<file path="src/rtl/multicycle_ctrl.sv">
// Multi-cycle main control FSM for the MIPS-subset CPU.
// Fetches over a req/ack handshake, decodes the opcode into an ALUOp class,
// then runs EXEC/WB or BRANCH. Counts retired instructions and parks in a
// terminal ILLEGAL state on unknown opcodes.
module multicycle_ctrl #(
  parameter int unsigned CNT_W = 32
) (
  input  logic             clk_i,
  input  logic             rst_i,       // active low, asynchronous
  input  logic [5:0]       opcode_i,
  input  logic             imem_ack_i,
  input  logic             zero_i,
  output logic             imem_req_o,
  output logic             ir_write_o,
  output logic             pc_write_o,
  output logic             pc_src_o,
  output logic [2:0]       ALUOp_o,
  output logic             ALUSrc_o,
  output logic             RegDst_o,
  output logic             RegWrite_o,
  output logic             illegal_o,
  output logic [CNT_W-1:0] retired_o
);

  typedef enum logic [2:0] {
    StFetch   = 3'd0,
    StDecode  = 3'd1,
    StExec    = 3'd2,
    StWb      = 3'd3,
    StBranch  = 3'd4,
    StIllegal = 3'd5
  } state_e;

  // Opcode class doubles as the ALUOp value driven to ALU control.
  localparam logic [2:0] ClsR     = 3'd0;
  localparam logic [2:0] ClsAddi  = 3'd1;
  localparam logic [2:0] ClsSltiu = 3'd2;
  localparam logic [2:0] ClsBeq   = 3'd3;
  localparam logic [2:0] ClsLui   = 3'd4;
  localparam logic [2:0] ClsOri   = 3'd5;
  localparam logic [2:0] ClsBne   = 3'd6;

  state_e           state_q;
  logic [2:0]       cls_q;
  logic [CNT_W-1:0] retired_q;

  logic       dec_valid;
  logic       dec_branch;
  logic [2:0] dec_cls;
  logic       taken;

  // Opcode decode; only consumed while in DECODE.
  always_comb begin
    dec_valid  = 1'b1;
    dec_branch = 1'b0;
    dec_cls    = ClsR;
    case (opcode_i)
      6'b000000: dec_cls = ClsR;
      6'b001000: dec_cls = ClsAddi;
      6'b001011: dec_cls = ClsSltiu;
      6'b001111: dec_cls = ClsLui;
      6'b001101: dec_cls = ClsOri;
      6'b000100: begin
        dec_cls    = ClsBeq;
        dec_branch = 1'b1;
      end
      6'b000101: begin
        dec_cls    = ClsBne;
        dec_branch = 1'b1;
      end
      default:   dec_valid = 1'b0;
    endcase
  end

  // State sequencing, opcode class latch and retired-instruction counter.
  always_ff @(posedge clk_i or negedge rst_i) begin
    if (!rst_i) begin
      state_q   <= StFetch;
      cls_q     <= ClsR;
      retired_q <= '0;
    end else begin
      case (state_q)
        StFetch: begin
          if (imem_ack_i) state_q <= StDecode;
        end
        StDecode: begin
          cls_q <= dec_cls;
          if (!dec_valid)      state_q <= StIllegal;
          else if (dec_branch) state_q <= StBranch;
          else                 state_q <= StExec;
        end
        StExec: state_q <= StWb;
        StWb, StBranch: begin
          retired_q <= retired_q + CNT_W'(1);
          state_q   <= StFetch;
        end
        StIllegal: state_q <= StIllegal;
        default:   state_q <= StFetch;
      endcase
    end
  end

  assign taken = (cls_q == ClsBne) ? !zero_i : zero_i;

  // Output decode; everything forced low while reset is held.
  always_comb begin
    imem_req_o = 1'b0;
    ir_write_o = 1'b0;
    pc_write_o = 1'b0;
    pc_src_o   = 1'b0;
    ALUOp_o    = 3'd0;
    ALUSrc_o   = 1'b0;
    RegDst_o   = 1'b0;
    RegWrite_o = 1'b0;
    illegal_o  = 1'b0;
    retired_o  = '0;
    if (rst_i) begin
      retired_o = retired_q;
      case (state_q)
        StFetch: begin
          imem_req_o = 1'b1;
          ir_write_o = imem_ack_i;
          pc_write_o = imem_ack_i;
        end
        StExec, StWb: begin
          ALUOp_o    = cls_q;
          ALUSrc_o   = (cls_q != ClsR);
          RegDst_o   = (cls_q == ClsR);
          RegWrite_o = (state_q == StWb);
        end
        StBranch: begin
          ALUOp_o    = cls_q;
          pc_write_o = taken;
          pc_src_o   = taken;
        end
        StIllegal: illegal_o = 1'b1;
        default: ;
      endcase
    end
  end

endmodule

</file>
<file path="config.mk">
export PLATFORM = sky130hd
export DESIGN_NAME = multicycle_ctrl
export DESIGN_NICKNAME = d
export VERILOG_FILES = /design/src/rtl/multicycle_ctrl.sv
export SDC_FILE = /design/constraint.sdc
export NUM_CORES = 1
export LEC_CHECK = 0
export BUFFER_PORTS_ARGS = -buffer_cell sky130_fd_sc_hd__buf_2
export CORE_MARGIN = 2
export CORE_UTILIZATION = 26
export DETAILED_ROUTE_END_ITERATION = 12
export GPL_TIMING_DRIVEN = 0
export PLACE_DENSITY_LB_ADDON = 0.15
export SLEW_MARGIN = 5
export SYNTH_ARGS = -nofsm -noshare
export SYNTH_HDL_FRONTEND = slang
export SYNTH_SLANG_ARGS = --single-unit
</file>
<file path="constraint.sdc">
create_clock -name clk_i -period 2.45 [get_ports clk_i]
set_input_delay 0 -clock clk_i [delete_from_list [all_inputs] [get_ports clk_i]]
set_output_delay 0 -clock clk_i [all_outputs]
set_load 0.05 [all_outputs]
</file>
==> summary.txt <==
Setup path
  – Worst-path cell chain: clkbuf_1 > nor2_1 > and3_1 > and2_1 > or2_1 > buf_2
  – Critical path class: flip-flop to output pin
  – Worst setup SP type: flip-flop
  – Arrival time worst endpoint: roughly 1.9 ns
  – Critical path required time: roughly 2.5 ns
  – R2r worst-path depth: 6
  – Reg-to-reg slack, setup: approximately 0.60 ns
  – Critical Path Slowest Stage Cell: dfrtp_1
  – Slowest stage delay, CP: 0.39 ns
  – Critical Path Sink Type: output pin
  – CP bufs+invs: 2
  – Worst R2R End: retired_q[31]
  – Largest fanout on the critical path: 10
  – Worst r2r src: state_q[2]
  – Crit path max-delay family: simple AND/OR/NAND/NOR gates

Drt
  – Drc violations: 0
  – DR WL/cell: 13.3 µm
  – Detail Route Antenna Nets: 0
  – Total Routed Length: 5480 µm
  – Vias post-DR: 1907
  – Drt first pass iters: 5
  – Drt via density: 4.63
  – DRT iter0 DRCs: 99

Die
  – Die height: approximately 97 µm
  – Starting Density: 0.264
  – I/O pin cnt: 53
  – Row Count: 34
  – Width of the die: between 90 and 100 µm
  – Core area: around 8600 µm²
  – DIE AREA: about 9500 µm²

Hold path
  – Hold wc startpoint: opcode_i[0]
  – WHS Endpoint: cls_q[2]
  – Hold Crit Depth: 2
  – Min-delay worst type: input pin to flip-flop

STA
  – Slew HR: 0.642
  – Slew @ Worst Pin: ~0.53 ns
  – RSZ-0062 raised after global routing: false
  – Setup TNS Final: 0 ns
  – Final Setup Violations: 0
  – Final period utilization: 0.783
  – Final setup skew: between 0.005 and 0.006 ns
  – Final hold vios: 0
  – Max Freq: 0.522 GHz
  – Minimum clock period: 1.92 ns
  – Fin. max-slew vios: 0
  – Hold slack: 0.0491 ns
  – Setup WS post-layout: 0.533 ns

Pwr
  – LEAKAGE: between 1 and 1.5 nW
  – Pwr Total: 2.05 mW
  – PwrDens: between 700 and 800 nW/µm²
  – Peak supply drop: 405 µV

Yosys
  – Avg Cell Area, Syn: between 9 and 10 µm²
  – Asr flop ratio synth: 1.00
  – Distinct cell type count after synthesis: 42
  – EDFF count, synth: 0
  – Post-Syn Nets: ~250
  – Cell Area, Synth: 2270 µm²
  – Synthesis warning total: 0
  – Seq/Total Area, Yosys: 0.420
  – Synthesized instance count: around 240
  – Main synth FF type: dfrtp_1
  – Yosys reg bits: 38

Clock tree
  – Root Buffer: clkbuf_8
  – TritonCTS clock tree: yes
  – CTS resizes: 0
  – Worst-path clk slew: around 0.08 ns
  – TritonCTS sink count: 38
  – Hold-fix buffers, CTS: 3
  – Worst-Skew Late Latency: around 0.29 ns
  – Total CTS buffers: 5
  – Post-CTS setup buffer count: 0
  – Max H-tree Level: 2
  – Maximum buffer depth of the clock tree: 2

Global route
  – Largest net degree at the start of global routing: 39
  – Vias in the first global route: between 1.5k and 2k
  – Global Route Usage Sum: 0.124
  – Initial antenna violation count: 0
  – Overflow after GRT: 0
  – First-pass GRT wire length: around 9500 µm

Placement
  – Dpl cells: roughly 400
  – Pre-CTS setup slack: 0.405 ns
  – Detailed placement HPWL: between 3000 and 4000 µm
  – Post-DP Area: about 2700 µm²
  – RD Place Congestion: approximately 0.74
  – PortBufs: 51

Layout
  – Non-filler instance count after layout: between 400 and 500
  – Cell area after layout: about 2800 µm²
  – Most frequent cells in the layout: buf_2, dfrtp_1, and2_1, xnor2_1
  – Share of cells above drive strength 1: 0.247
  – Fillers: 930
  – Layout area overhead: 25.6%
  – Commonest non-fill, non-tap cell in the layout: buf_2
  – Post-layout util: 0.331
  – # nets final: 314
  – Antenna Cells: 0

Flow run
  – MaxCap Viol Count: 0

Status
  – Outcome: finished clean
-- logic make-up after synthesis --
family          count (synthesis)  synth area share
compound gates                 19            0.0641
flops                          38             0.420
simple gates                  131             0.341
xor+xnor                       33             0.128
buf+inv                        19            0.0376
fa+ha+maj                       1           0.00552
mux                             1           0.00442
-- state kept, by name (all words and copies together), names as in the netlist --
signal / count
retired_q: 32
cls_q: 3
state_q: 3
-- power breakdown --
part | internal (mW) | switching [mW]
logic | 0.200 | 0.407
clock network | 0.435 | 0.234
registers | 0.692 | 0.0818
total | 1.33 | 0.722
-- cell type report --
class                   instances  area [µm²]  share of cell area
plain buffers                  11        55.1              0.0193
multi-input cells             185        1240               0.434
repair buffers                 54         295               0.104
flip-flops and latches         38         951               0.334
well taps                     108         135              0.0475
clock inverters                 2        60.1              0.0211
clock buffers                   6        82.6              0.0290
inverters                       8        30.0              0.0106
-- cell usage after synthesis, types with 2 or more instances --
master | n | area share
and3_1 | 5 | 0.014
o21ai_0 | 4 | 0.0088
nand2b_1 | 2 | 0.0055
xnor2_1 | 27 | 0.10
nand2_1 | 18 | 0.030
buf_2 | 2 | 0.0044
and2_1 | 37 | 0.10
a31oi_1 | 2 | 0.0055
a22o_1 | 2 | 0.0077
clkbuf_1 | 7 | 0.012
nor2b_1 | 3 | 0.0083
nor2_1 | 15 | 0.025
dfrtp_1 | 38 | 0.42
xor2_1 | 6 | 0.023
nand3_1 | 14 | 0.031
nor3_1 | 5 | 0.011
nand3b_1 | 2 | 0.0066
nand4_1 | 18 | 0.050
inv_1 | 8 | 0.013
nor4_1 | 4 | 0.011
a21oi_1 | 2 | 0.0044
-- how the worst max path moves through the flow --
stage                           from             to  slack, ns  cells after the start
final                     state_q[1]     pc_write_o       0.53                      6
after global placement         rst_i  retired_o[14]       0.40                      5
after floorplan           state_q[1]       RegDst_o       0.07                      4
after CTS                      rst_i  retired_o[16]       0.48                      6
after detailed placement       rst_i  retired_o[16]       0.41                      5
after global routing           rst_i  retired_o[16]       0.38                      6
-- per-layer routing --
layer  vias to the layer above  GRT usage  share of wire
li1                        956          -              -
met1                       897      0.165           0.48
met2                        49      0.201           0.46
met3                         5     0.0252          0.041
met4                         0     0.0449          0.014
met5                         -          0              0
Power figures use the tool's default switching activity.
